==> src/rtl/if_stage.sv <==
// Instruction-fetch stage: PC register, single-outstanding imem fetch and a
// 2-entry instruction queue feeding decode; execute redirects flush the queue.
module if_stage #(
    parameter logic [63:0] PC_RESET = 64'h0000_0000_8000_0000,
    parameter int unsigned QDEPTH   = 2
) (
    input  logic        clk,
    input  logic        rst,
    output logic        imem_req_valid,
    input  logic        imem_req_ready,
    output logic [63:0] imem_req_addr,
    input  logic        imem_resp_valid,
    input  logic [31:0] imem_resp_data,
    input  logic        redirect_valid,
    input  logic [63:0] redirect_pc,
    output logic        id_valid,
    input  logic        id_ready,
    output logic [31:0] inst,
    output logic [63:0] inst_addr
);
    localparam logic [1:0] QMAX = 2'(QDEPTH);

    typedef enum logic [1:0] {S_REQ, S_WAIT, S_DROP} state_e;
    typedef struct packed {
        logic [31:0] inst;
        logic [63:0] addr;
    } entry_t;

    state_e      state_q, state_d;
    logic [63:0] pc_q, pc_d;
    logic [63:0] fetch_pc_q, fetch_pc_d;
    logic [1:0]  count_q, count_d;
    logic        head_q, head_d;
    entry_t      queue_q [2];

    logic req_ok, req_fire, enq, pop, tail;

    // A redirect withdraws any pending request in the same cycle.
    assign req_ok   = (state_q == S_REQ) && (count_q < QMAX) && !redirect_valid;
    assign req_fire = req_ok && imem_req_ready;
    assign enq      = (state_q == S_WAIT) && imem_resp_valid && !redirect_valid;
    assign pop      = id_valid && id_ready;
    assign tail     = head_q ^ count_q[0];

    always_ff @(posedge clk or negedge rst) begin
        if (!rst) begin
            state_q    <= S_REQ;
            pc_q       <= PC_RESET;
            fetch_pc_q <= '0;
            count_q    <= '0;
            head_q     <= 1'b0;
        end else begin
            state_q    <= state_d;
            pc_q       <= pc_d;
            fetch_pc_q <= fetch_pc_d;
            count_q    <= count_d;
            head_q     <= head_d;
        end
    end

    // NOTE: queue storage is not reset; count_q alone decides which entries are live.
    always_ff @(posedge clk) begin
        if (enq) begin
            queue_q[tail] <= '{inst: imem_resp_data, addr: fetch_pc_q};
        end
    end

    // NOTE: every comb output gets a default first so no latch can be inferred.
    always_comb begin
        state_d = state_q;
        unique case (state_q)
            S_REQ:   if (req_fire) state_d = S_WAIT;
            S_WAIT:  begin
                if (imem_resp_valid)     state_d = S_REQ;
                else if (redirect_valid) state_d = S_DROP;
            end
            S_DROP:  if (imem_resp_valid) state_d = S_REQ;
            default: state_d = S_REQ;
        endcase
    end

    always_comb begin
        pc_d       = pc_q;
        fetch_pc_d = fetch_pc_q;
        count_d    = count_q;
        head_d     = head_q;
        if (req_fire) begin
            fetch_pc_d = pc_q;
            pc_d       = pc_q + 64'd4;
        end
        if (redirect_valid) begin
            pc_d    = redirect_pc & ~64'h3;
            count_d = '0;
        end else begin
            if (pop) head_d = ~head_q;
            count_d = count_q + {1'b0, enq} - {1'b0, pop};
        end
    end

    // Outputs are held at zero while reset is asserted.
    always_comb begin
        imem_req_valid = 1'b0;
        imem_req_addr  = '0;
        id_valid       = (count_q != 2'd0) && !redirect_valid;
        inst           = '0;
        inst_addr      = '0;
        if (rst) begin
            imem_req_valid = req_ok;
            imem_req_addr  = pc_q;
        end
        if (count_q != 2'd0) begin
            inst      = queue_q[head_q].inst;
            inst_addr = queue_q[head_q].addr;
        end
    end

`ifndef SYNTHESIS
    resp_in_req_a: assert property (@(posedge clk) disable iff (!rst)
        !((state_q == S_REQ) && imem_resp_valid))
        else $error("imem response arrived with no request outstanding");
`endif

endmodule

==> config.mk <==
export PLATFORM = sky130hd
export DESIGN_NAME = if_stage
export DESIGN_NICKNAME = d
export VERILOG_FILES = /design/src/rtl/if_stage.sv
export SDC_FILE = /design/constraint.sdc
export NUM_CORES = 1
export LEC_CHECK = 0
export ABC_CLOCK_PERIOD_IN_PS = 9300
export CAP_MARGIN = 15
export CORE_ASPECT_RATIO = 0.8
export CORE_MARGIN = 10
export CORE_UTILIZATION = 50
export CTS_CLUSTER_SIZE = 30
export DETAILED_ROUTE_END_ITERATION = 6
export PLACE_DENSITY = 0.86
export SETUP_SLACK_MARGIN = 0.15
export SLEW_MARGIN = 30
export SYNTH_ARGS = -nofsm -noshare
export SYNTH_HDL_FRONTEND = slang
export SYNTH_SLANG_ARGS = --single-unit
==> constraint.sdc <==
create_clock -name clk -period 9.3 [get_ports clk]
set_input_delay 1.86 -clock clk [delete_from_list [all_inputs] [get_ports clk]]
set_output_delay 1.86 -clock clk [all_outputs]
set_load 0.02 [all_outputs]
==> summary.md <==
| Metric | Value |
|---|---|
| Outcome | `finished, final reports clean` |
| Number of global-route vias before repair | `10400` |
| Final setup viols | `0` |
| Grt ovf | `0` |
| Cells after Synth | `1234` |
| Tightest Hold Check Type | `reg -> reg` |
| Worst-path clk slew | `0.06 ns` |
| Inst Count DP | `1790` |
| VDD IR max | `0.129 mV` |
| Synth Flop Type | `edfxtp_1` |
| Final wirelength | `40400 um` |
| Lkg Pwr | `6.95 nW` |
| GRT Max-Usage Layer | `met2` |
| MaxCap Viol Count | `0` |
| Final hold vios | `0` |
| Initial DRC Count | `around 1000` |
| Worst-Skew Late Latency | `0.51 ns` |
| Pins Over Slew Limit | `0` |
| Yosys top cell by area | `edfxtp_1` |
| Mapped Avg Cell Area | `11.3 um2` |
| Post-synth cell types | `53` |
| Die height | `170 um` |
| Largest net degree at the start of global routing | `103` |
| Final Total Pwr | `3.91 mW` |
| Synth cell count leaders | `nand2_1 (253), edfxtp_1 (188), dfrtp_1 (128), nor2_1 (125), mux2i_1 (95)` |
| CTS tree | `yes` |
| Post-synth ARST share | `40.7%` |
| Relative slew slack | `about a third` |
| Root buf cell | `clkbuf_16` |
| Mapped Area | `0.0140 mm2` |
| Residual DRC | `0` |
| Synth-to-layout area growth | `28.5%` |
| Num ports | `264` |
| Register area share after synthesis | `63.4%` |
| Area of the core | `0.0274 mm2` |
| Post-Synth Adder-Cell Area | `0.268%` |
| Met2 Use GR | `35.0%` |
| Die area | `0.0351 mm2` |
| Sink Count | `317` |
| Final Cycle Share | `61.5%` |
| Layout Skew | `0.0250 ns` |
| Initial antenna violation count | `3` |
| CP arrival | `3.86 ns` |
| Most common cell in the synthesized netlist | `nand2_1` |
| Final WS setup | `3.58 ns` |
| XOR/XNOR share of the synthesized area | `2.06%` |
| Antenna viol nets, final | `0` |
| Least-Margin Pin Slew | `0.984 ns` |
| Max stage delay on crit path | `0.62 ns` |
| YS warnings | `0` |
| CP max stage cell | `clkdlybuf4s50_1` |
| Post-synth top area share | `between 40% and 50%` |
| Drt wl/cell | `21.8 um` |
| Die X | `207 um` |
| M1 GR Usage | `slightly below 30%` |
| Mux cell area share after synthesis | `slightly below 7%` |
| Post-CTS setup buffer count | `0` |
| Post-synth EDFFs | `approximately 190` |
| Port Buffers | `roughly 260` |
| Post-DP Area | `0.0168 mm2` |
| Vias | `10600` |
| # H-tree levels | `2` |
| Num CTS Buffers | `34` |
| Synth Area in Simple Gates | `20.6%` |
| Maximum fanout along the worst path | `roughly 100` |
| Pre-CTS setup slack | `~3.5 ns` |
| Post-layout util | `approximately two thirds` |
| Setup crit start kind | `input pin` |
| Longest Clk Path Bufs | `3` |
| Resized cells post-CTS | `0` |
| CP endpoint kind | `output pin` |
| Worst hold slack | `about 0.46 ns` |
| First-pass GRT wire length | `61900 um` |
| Largest cells by area after synthesis | `edfxtp_1 (40%), dfrtp_1 (23%), mux2i_1 (6.8%)` |
| Gr usage total | `22.1%` |
| Critical-path cell list | `buf_6, buf_4, and2_1, clkdlybuf4s50_1` |
| Largest family of logic cells by synthesized area | `simple AND/OR/NAND/NOR gates` |
| Final RePlAce weighted congestion | `0.888` |
| F_max | `0.175 GHz` |
| Via/cell ratio | `5.71` |
| Synth Register Bits | `between 300 and 400` |
| Complex-gate fraction of the synthesized area | `4.24%` |
| Fin Setup TNS | `0 ns` |
| GRT met3 Usage | `6.12%` |
| P per Cell Area | `217 mW/mm2` |
| Starting density of the core | `between 50 and 60%` |
| Hpwl dp | `approximately 27000 um` |
| FP Rows | `54` |
| Fin crit period | `~5.7 ns` |
| Nets | `1567` |
| Unrepaired setup endpoints after global routing | `no` |
| TritonRoute pass-1 iters | `6` |
| Hold buffer count at cts | `0` |
| Critical Path RT | `7.44 ns` |
| Layout cells sized above 1 | `between 5 and 6%` |
| Post-Layout Cell Count | `about 1900` |
| Setup CP Type | `in -> out` |
| Post-route cell area | `0.0180 mm2` |
==> worst paths after layout <==
path / startpoint / endpoint / slack, ns / depth (start not counted)
hold / removal: fetch_pc_q[10] / queue_q[1][10] / 0.46 / 0
min in group asynchronous: rst / fetch_pc_q[59] / 1.36 / 1
max in group asynchronous: rst / fetch_pc_q[25] / 6.22 / 3
hold reg to reg: fetch_pc_q[10] / queue_q[1][10] / 0.46 / 0
setup reg to reg: head_q / queue_q[1][45] / 6.29 / 3
setup / recovery: rst / imem_req_addr[36] / 3.58 / 4
==> cell families after synthesis <==
family	count (synthesis)
AO/OA/AOI/OAI	92
XOR/XNOR	33
flip-flops	317
multiplexers	97
buffers and inverters	87
AND/OR/NAND/NOR	604
adder cells (fa/ha/maj)	3
other	1
==> cell type report <==
type / count / area, um2
fillers: 2052 / 9440
flip-flops and latches: 317 / 8880
well taps: 364 / 455
clock buffers: 46 / 980
diodes: 1 / 2.50
repair buffers: 268 / 2660
multi-input cells: 833 / 4820
inverters: 8 / 31.3
clock inverters: 16 / 163
==> registers in the layout, indices dropped and copies added, names as in the netlist <==
name and cells:
queue_q 188, fetch_pc_q 62, pc_q 62, count_q 2, state_q 2, head_q 1
==> cell usage in the layout, fill, tap and decap left out, types with 4 or more instances in the layout <==
cell type	synthesis	layout
clkdlybuf4s50_1	0	255
nand2_1	253	252
edfxtp_1	188	188
dfrtp_1	128	127
nor2_1	125	123
mux2i_1	95	95
and2_1	67	66
o21ai_0	41	41
clkbuf_16	0	37
nand3_1	33	33
nand4_1	31	31
xor2_1	17	17
xnor2_1	16	16
nor3_1	16	16
and3_1	14	14
nor4_1	13	12
and4_1	11	11
or3_1	11	11
a31oi_1	11	11
buf_4	4	9
clkinv_2	0	8
o211ai_1	8	8
inv_1	7	7
a21oi_1	7	7
or4_1	7	7
clkbuf_1	58	7
a211o_1	6	6
o311ai_0	6	6
nor2b_1	6	5
a221o_1	4	4
conb_1	1	4
clkinvlp_4	0	4
==> routing by layer <==
| metal | share of wire (%) | vias up |
|---|---|---|
| met1 | 42 | 5167 |
| met4 | 2.2 | 4 |
| met5 | 0.084 | - |
| met3 | 9.2 | 77 |
| li1 | - | 4816 |
| met2 | 46 | 518 |
==> power breakdown <==
group | internal (mW) | total, mW | switching (mW)
registers | 1.65 | 1.83 | 0.176
logic | 0.336 | 0.708 | 0.372
clock network | 0.826 | 1.37 | 0.548
total | 2.82 | 3.91 | 1.10
==> worst max-delay path: cells and delay by family <==
kind,cells,cell delay [ns]
AND/OR/NAND/NOR,1,0.21
buffers and inverters,3,1.69
Note: power is estimated with default switching activity, not from simulation.
